**config.mk**
```make
export PLATFORM = sky130hd
export DESIGN_NAME = mark_sequencer
export DESIGN_NICKNAME = d
export VERILOG_FILES = /design/src/rtl/mark_sequencer.sv
export SDC_FILE = /design/constraint.sdc
export NUM_CORES = 1
export LEC_CHECK = 0
export CAP_MARGIN = 15
export CORE_ASPECT_RATIO = 1.1
export CORE_MARGIN = 1.5
export CORE_UTILIZATION = 40
export DETAILED_ROUTE_END_ITERATION = 8
export GPL_ROUTABILITY_DRIVEN = 0
export PLACE_DENSITY_LB_ADDON = 0.1
export SLEW_MARGIN = 10
export SYNTH_ARGS = -nofsm -noshare
export SYNTH_HDL_FRONTEND = slang
export SYNTH_SLANG_ARGS = --single-unit
```
**constraint.sdc**
```tcl
create_clock -name clk -period 10.95 [get_ports clk]
set_input_delay 3.285 -clock clk [delete_from_list [all_inputs] [get_ports clk]]
set_output_delay 3.285 -clock clk [all_outputs]
set_load 0.01 [all_outputs]
```
**src/rtl/mark_sequencer.sv**
```systemverilog
// Marks requested numbers on the 5x5 bingo board and keeps the completed-line count.
// Two requesters share one serial scan/update/count engine through a round-robin grant.
module mark_sequencer #(
    parameter int LINES_TO_WIN = 5,
    parameter int NUM_W        = 5
) (
    input  logic               clk,
    input  logic               rst,
    input  logic [NUM_W*25-1:0] map,
    input  logic               clear_board,
    input  logic               req_local,
    input  logic [NUM_W-1:0]   num_local,
    input  logic               req_remote,
    input  logic [NUM_W-1:0]   num_remote,
    output logic               ack_local,
    output logic               ack_remote,
    output logic               busy,
    output logic               done,
    output logic               hit,
    output logic [24:0]        circle,
    output logic [3:0]         lines,
    output logic [7:0]         display_nums,
    output logic               bingo
);

    typedef enum logic [2:0] {S_IDLE, S_SCAN, S_UPDATE, S_COUNT, S_DONE} state_t;

    state_t           state_q;
    logic [NUM_W-1:0] num_q;
    logic [4:0]       idx_q;
    logic [4:0]       match_q;
    logic             found_q;
    logic             hit_r_q;
    logic [3:0]       k_q;
    logic [3:0]       acc_q;
    logic             rr_q;
    logic [24:0]      circle_q;
    logic [3:0]       lines_q;
    logic [7:0]       disp_q;
    logic             bingo_q;
    logic             ack_local_q;
    logic             ack_remote_q;
    logic             busy_q;
    logic             done_q;
    logic             hit_q;

    // Lines 0..4 are rows, 5..9 columns, 10 the main diagonal, 11 the anti-diagonal.
    function automatic logic [24:0] line_mask(input logic [3:0] k);
        logic [24:0] m;
        int          kk;
        m  = '0;
        kk = int'(k);
        for (int j = 0; j < 5; j++) begin
            if (kk < 5)
                m[kk*5 + j] = 1'b1;
            else if (kk < 10)
                m[(kk-5) + j*5] = 1'b1;
            else if (kk == 10)
                m[j*6] = 1'b1;
            else if (kk == 11)
                m[4 + j*4] = 1'b1;
        end
        return m;
    endfunction

    function automatic logic [7:0] to_bcd(input logic [3:0] n);
        logic [7:0] r;
        if (n >= 4'd10)
            r = {4'h1, n - 4'd10};
        else
            r = {4'h0, n};
        return r;
    endfunction

    logic [NUM_W-1:0] cell_d;
    logic [24:0]      mask_d;
    logic             line_full_d;
    logic [3:0]       count_d;
    logic             grant_local_d;

    always_comb begin
        cell_d        = map[int'(idx_q)*NUM_W +: NUM_W];
        mask_d        = line_mask(k_q);
        line_full_d   = ((circle_q & mask_d) == mask_d);
        count_d       = acc_q + {3'b000, line_full_d};
        // rr_q == 0 gives local the tie; it only moves when both sides contend.
        grant_local_d = req_local & (~req_remote | ~rr_q);
    end

    always_ff @(posedge clk or posedge rst) begin
        if (rst) begin
            state_q      <= S_IDLE;
            num_q        <= '0;
            idx_q        <= '0;
            match_q      <= '0;
            found_q      <= 1'b0;
            hit_r_q      <= 1'b0;
            k_q          <= '0;
            acc_q        <= '0;
            rr_q         <= 1'b0;
            circle_q     <= '0;
            lines_q      <= '0;
            disp_q       <= '0;
            bingo_q      <= 1'b0;
            ack_local_q  <= 1'b0;
            ack_remote_q <= 1'b0;
            busy_q       <= 1'b0;
            done_q       <= 1'b0;
            hit_q        <= 1'b0;
        end else begin
            ack_local_q  <= 1'b0;
            ack_remote_q <= 1'b0;
            done_q       <= 1'b0;
            hit_q        <= 1'b0;
            case (state_q)
                S_IDLE: begin
                    if (clear_board) begin
                        circle_q <= '0;
                        lines_q  <= '0;
                        disp_q   <= '0;
                        bingo_q  <= 1'b0;
                    end else if (req_local || req_remote) begin
                        num_q        <= grant_local_d ? num_local : num_remote;
                        ack_local_q  <= grant_local_d;
                        ack_remote_q <= ~grant_local_d;
                        if (req_local && req_remote)
                            rr_q <= ~rr_q;
                        idx_q        <= '0;
                        match_q      <= '0;
                        found_q      <= 1'b0;
                        busy_q       <= 1'b1;
                        state_q      <= S_SCAN;
                    end
                end
                S_SCAN: begin
                    if (!found_q && (cell_d == num_q)) begin
                        found_q <= 1'b1;
                        match_q <= idx_q;
                    end
                    if (idx_q == 5'd24)
                        state_q <= S_UPDATE;
                    else
                        idx_q <= idx_q + 5'd1;
                end
                S_UPDATE: begin
                    hit_r_q <= found_q & ~circle_q[match_q];
                    if (found_q)
                        circle_q[match_q] <= 1'b1;
                    k_q     <= '0;
                    acc_q   <= '0;
                    state_q <= S_COUNT;
                end
                S_COUNT: begin
                    if (k_q == 4'd11) begin
                        lines_q <= count_d;
                        disp_q  <= to_bcd(count_d);
                        bingo_q <= (int'(count_d) >= LINES_TO_WIN);
                        state_q <= S_DONE;
                    end else begin
                        acc_q <= count_d;
                        k_q   <= k_q + 4'd1;
                    end
                end
                S_DONE: begin
                    done_q  <= 1'b1;
                    hit_q   <= hit_r_q;
                    busy_q  <= 1'b0;
                    state_q <= S_IDLE;
                end
                default: begin
                    busy_q  <= 1'b0;
                    state_q <= S_IDLE;
                end
            endcase
        end
    end

    assign ack_local    = ack_local_q;
    assign ack_remote   = ack_remote_q;
    assign busy         = busy_q;
    assign done         = done_q;
    assign hit          = hit_q;
    assign circle       = circle_q;
    assign lines        = lines_q;
    assign display_nums = disp_q;
    assign bingo        = bingo_q;

endmodule

```
==> impl_metrics.json, run 1 <==
{
  "status": "complete, no violations",
  "clock.fmax_mhz": 139.8,
  "antenna_found_initial": 0,
  "r2r_slack_ns": 3.80,
  "yosysSeqAreaShare_pct": 20.18,
  "overflow": 0,
  "synth_cell_types": 83,
  "cp_top_family": "adder cells",
  "io_pins": 183,
  "path_max_fanout": 24,
  "p_per_area_nw_per_um2": 370.0,
  "min_path_type": "flip-flop to flip-flop",
  "grt_usage_pct": 31.10,
  "grt_max_degree": 69,
  "cp.arrival_ns": 7.44,
  "max_cap_viol_count": 0,
  "cts_made_buffers": 9,
  "post_cts_buffers": 0,
  "drt_wl_total_mm": 33.82,
  "nNetsFinal": 1356,
  "floorplan.initialDensity_pct": 40.85,
  "htreeDepth": 3,
  "synth_edf_count": 0,
  "syn_avg_cell_area_sq_um": 7.867,
  "yosysWarnings": 0,
  "synth_cells": 1072,
  "setup_tns_ns": 0,
  "hpwl_mm": 25.67,
  "leakage_nw": 3.914,
  "vias": 9629,
  "synth-seq-cells": 68,
  "tritoncts": "yes",
  "clk_latency_ns": 0.34,
  "ir_drop_mv": 0.1462,
  "grt_pass1_wl_mm": 52.96,
  "die-height_um": 155.3,
  "fp.dieW_um": 141.4,
  "cp_slowest_cell": "ha_1",
  "syn_area_sq_um": 8433,
  "cts_root_buf": "clkbuf_16",
  "grt_pass1_vias": 9291,
  "hold_viol": 0,
  "rows": 55,
  "fp.coreArea_sq_um": 20640,
  "period_share_pct": 65.31,
  "die-area_sq_um": 21960,
  "crit_path_frequent_cell": "ha_1",
  "setup.worst_path.end_class": "flip-flop",
  "drt_iter0_markers": 1446,
  "cts_resized": 0,
  "ant_nets": 0,
  "synthFlopType": "dfrtp_1",
  "worst_hold_slack_ns": 0.4731,
  "clockBufferDepth": 2,
  "via_per_inst": 6.650,
  "drc": 0,
  "cp_num_buf_inv": 2,
  "cts.sinks": 68,
  "fin_crit_ns": 7.151,
  "max_stage_delay_ns": 0.84,
  "setup_viol": 0,
  "drtPass1Iterations": 6,
  "rsz0062_at_grt": "no",
  "cts_hold_buf": 0,
  "synthArstFlopShare_pct": 100.0,
  "slew_viol_final": 0,
  "required_ns": 11.24,
  "clk_pin_slew_ns": 0.06,
  "n_antenna_cell": 0,
  "areaGrowthSynthToFinish_pct": 25.91,
  "setup.worst_path.start_class": "flip-flop",
  "worst_slew_pin_slew_ns": 1.168,
  "drive_gt1_share_pct": 7.634,
  "path_class": "flip-flop to flip-flop",
  "path_cells": "buf_4 -> ha_1 -> ha_1 -> ha_1 -> nor2b_1 -> a32oi_1 -> o21a_1 -> and2_0 -> a221oi_1 -> a311oi_1 -> a221oi_1 -> nand4_1 -> nor4_1 -> ha_1 -> ha_1 -> xor2_1 -> inv_1 -> ha_1 -> a211oi_1 -> a31o_2",
  "skew_ns": 0.009907,
  "portBuffers": 179,
  "slew_headroom_pct": 21.95,
  "post_drt_wl_per_cell_um": 23.36
}
[flip-flops by register name, summed over array words and instances (netlist names), 3 cells and up]
register,flops
lines,4
num_q,5
state_q,3
idx_q,5
display_nums,4
acc_q,4
k_q,4
match_q,5
circle,25
[through the flow]
stage | worst slack (ns) | total power, mW | utilization, % | cells | cell area (sq um)
final | 3.799 | 3.929 | 51.43 | 1448 | 10620
after global routing | 3.459 | 4.166 | 51.43 | 1448 | 10620
after CTS | 3.925 | 3.802 | 51.43 | 1448 | 10620
after detailed placement | 3.938 | 3.463 | 49.84 | 1432 | 10290
after global placement | 4.111 | 3.500 | 49.84 | 1432 | 10290
after floorplan | 4.873 | 2.624 | - | 1074 | 8441
[cells in the final DEF, fill, tap and decap left out, drive strengths merged, types with 14 or more instances in the layout]
cell / n
clkdlybuf4s50: 179
nand2: 96
nor2: 80
o21ai: 70
dfrtp: 68
a21oi: 64
nor3: 46
nand3: 45
mux4: 41
inv: 33
a31oi: 32
ha: 28
nand2b: 24
mux2i: 21
nand4: 21
xnor2: 19
a211oi: 18
buf: 17
and2: 17
o211ai: 16
xor2: 16
o31ai: 16
nor2b: 14
[worst reg2reg max path: stages (launching register included)]
cell,delay [ns]
dfrtp_1,0.61
buf_4,0.32
ha_1,0.27
ha_1,0.84
ha_1,0.62
nor2b_1,0.33
a32oi_1,0.15
o21a_1,0.39
and2_0,0.38
a221oi_1,0.47
a311oi_1,0.17
a221oi_1,0.28
nand4_1,0.12
nor4_1,0.58
ha_1,0.30
ha_1,0.21
xor2_1,0.28
inv_1,0.12
ha_1,0.31
a211oi_1,0.21
a31o_2,0.13
[layout make-up]
type                       instances  area (sq um)
fill                            2024         10030
multi-input combinational        878          6218
timing repair buffer             196          1919
sequential                        68          1703
tap                              256         320.3
clock buffer                      12         256.5
inverter                          34         127.6
clock inverter                     4         72.57
[kinds of logic after synthesis]
logic type	synth area share (%)
xor+xnor	3.635
mux	13.71
flops	20.18
simple gates	24.99
other cells	0.04447
compound gates	26.81
buf+inv	6.246
fa+ha+maj	4.392
[power breakdown]
group          leakage, nW  total, mW  internal, mW  switching [mW]
clock                0.159      0.323         0.211           0.112
sequential           0.905      0.441         0.324           0.117
combinational         2.85       3.16          1.12            2.05
[cell usage after synthesis (16+ instances only)]
cell,instances,area [sq um]
nand2b_1,24,150.1
xor2_1,16,140.1
a21oi_1,64,320.3
inv_1,33,123.9
a31oi_1,32,200.2
nand2_1,96,360.4
clkbuf_1,68,255.2
o21ai_0,67,335.3
nor2_1,79,296.5
nand4_1,21,131.4
mux2i_1,21,210.2
ha_1,28,350.3
o211ai_1,16,120.1
xnor2_1,19,166.4
mux4_2,41,923.4
and2_1,16,100.1
dfrtp_1,68,1702
a211oi_1,18,135.1
nand3_1,45,225.2
o31ai_1,16,120.1
nor3_1,46,230.2
[routing by layer]
metal	vias up	GRT usage [%]	share of wire, %
met1	4500	38.60	37
met3	153	6.802	9.7
met4	0	14.87	5.2
met2	654	51.35	48
li1	4322	-	-
met5	-	0	0
[final timing paths]
path	start	endpoint	cells past startpoint
setup / recovery	k_q[1]	display_nums[2]	20
hold / removal	rr_q	rr_q	1
setup reg to reg	k_q[1]	display_nums[2]	20
hold reg to reg	rr_q	rr_q	1
max in group asynchronous	rst	idx_q[0]	3
min in group asynchronous	rst	display_nums[4]	3
(Power assumes the default switching activity.)
==> inputs of run 2 (changes only) <==
==> constraint.sdc (replaced) <==
create_clock -name clk -period 7.5 [get_ports clk]
set_input_delay 2.25 -clock clk [delete_from_list [all_inputs] [get_ports clk]]
set_output_delay 2.25 -clock clk [all_outputs]
set_load 0.01 [all_outputs]
==> impl_metrics.json, run 2 (synthesized netlist as in run 1, its figures left out) <==
{
  "skew_ns": 0.01037,
  "cts_made_buffers": 9,
  "via_per_inst": 6.670,
  "fp.coreArea_sq_um": 20640,
  "setup.worst_path.start_class": "flip-flop",
  "drive_gt1_share_pct": 7.538,
  "required_ns": 7.78,
  "drt_wl_total_mm": 33.82,
  "grt_usage_pct": 31.21,
  "path_class": "flip-flop to flip-flop",
  "grt_max_degree": 69,
  "setup_tns_ns": 0,
  "fp.dieW_um": 141.4,
  "die-area_sq_um": 21960,
  "fin_crit_ns": 6.248,
  "clk_latency_ns": 0.34,
  "die-height_um": 155.3,
  "slew_headroom_pct": 19.88,
  "max_cap_viol_count": 0,
  "status": "complete, no violations",
  "period_share_pct": 83.31,
  "htreeDepth": 3,
  "fin_util_pct": 51.31,
  "setup_ws_ns": 1.252,
  "tritoncts": "yes",
  "cp.arrival_ns": 6.53,
  "io_pins": 183,
  "hold_viol": 0,
  "floorplan.initialDensity_pct": 40.85,
  "rsz0062_at_grt": "no",
  "ir_drop_mv": 0.1888,
  "cts_root_buf": "clkbuf_16",
  "clockBufferDepth": 2,
  "slew_viol_final": 0,
  "n_antenna_cell": 0,
  "hpwl_mm": 25.66,
  "rows": 55,
  "clk_pin_slew_ns": 0.06,
  "portBuffers": 179,
  "cts_resized": 0,
  "ant_nets": 0,
  "cts_hold_buf": 0,
  "setup_viol": 0,
  "layout_commonest_cell": "clkdlybuf4s50_1",
  "post_cts_buffers": 0,
  "mostFrequentLayoutCells": "clkdlybuf4s50_1, nand2_1, nor2_1",
  "setup.worst_path.end_class": "flip-flop",
  "grt_pass1_vias": 9554,
  "clock.fmax_mhz": 160.0,
  "largest_reg_flops": 25,
  "worst_slew_pin_slew_ns": 1.171,
  "p_per_area_nw_per_um2": 539.8,
  "drt_iter0_markers": 873,
  "cts.sinks": 68,
  "vias": 9671,
  "design_area_sq_um": 10590,
  "grt_pass1_wl_mm": 53.48,
  "nNetsFinal": 1358,
  "antenna_found_initial": 0,
  "path_max_fanout": 22,
  "dp_slack_ns": 1.474,
  "leakage_nw": 3.906,
  "min_path_type": "flip-flop to flip-flop",
  "dpl_cell_area_sq_um": 10300,
  "drtPass1Iterations": 7,
  "post_drt_wl_per_cell_um": 23.32,
  "areaGrowthSynthToFinish_pct": 25.61,
  "worst_hold_slack_ns": 0.4714,
  "drc": 0,
  "overflow": 0
}
[run 2: cell types whose count changed in the layout (fill, tap and decap cells not counted), sizes merged]
cell	before	now
buf	17	19
bufinv	2	1
clkbuf	12	14
clkinvlp	1	0
[run 2: critical path, cell delays in order (launching register included)]
cell       delay [ns]
dfrtp_1          0.51
ha_1             0.35
ha_1             0.20
inv_1            0.07
fa_1             0.96
nand3b_1         0.22
xor2_1           0.23
mux2i_1          0.76
and2_1           0.41
a31oi_1          0.17
a311oi_1         0.33
a2111oi_0        0.10
o2111ai_1        0.13
nor4_1           0.08
buf_4            0.16
ha_1             0.20
ha_1             0.22
xor2_1           0.28
inv_1            0.12
ha_1             0.31
a211oi_1         0.21
a31o_2           0.13
[run 2: path summary, 6_finish.rpt]
check	startpoint	end	slack, ns	cells after the start
worst max-delay path	k_q[1]	display_nums[2]	1.25	21
worst max register to register	k_q[1]	display_nums[2]	1.25	21
worst min-delay path	rr_q	rr_q	0.47	1
min in group asynchronous	rst	lines[2]	2.49	3
worst min register to register	rr_q	rr_q	0.47	1
max in group asynchronous	rst	idx_q[0]	4.37	3
[run 2: routing by layer]
metal | track usage, % | share of wire [%] | vias up | routed length [um]
met5 | 0 | 0 | - | 0
met4 | 16.69 | 6.0 | 0 | 2035
met3 | 7.202 | 9.6 | 175 | 3258
met2 | 51.94 | 47 | 642 | 15860
met1 | 37.48 | 37 | 4532 | 12670
li1 | - | - | 4322 | -
[run 2: layout make-up]
cell class | instances | area (sq um)
clock inverters | 2 | 35.03
clock buffers | 14 | 254.0
well taps | 256 | 320.3
inverters | 34 | 127.6
fillers | 2011 | 10050
multi-input cells | 878 | 6218
flip-flops and latches | 68 | 1703
repair buffers | 198 | 1934
[run 2: power breakdown]
part	switching (mW)	internal, mW	total [mW]
logic	2.96	1.64	4.60
clock network	0.162	0.267	0.429
registers	0.219	0.472	0.691
[run 2: metrics by stage]
stage,std cells,total power [mW]
CTS,1450,5.541
global route,1450,6.090
floorplan,1074,3.830
global placement,1434,5.139
finish,1450,5.718
detailed placement,1434,5.086
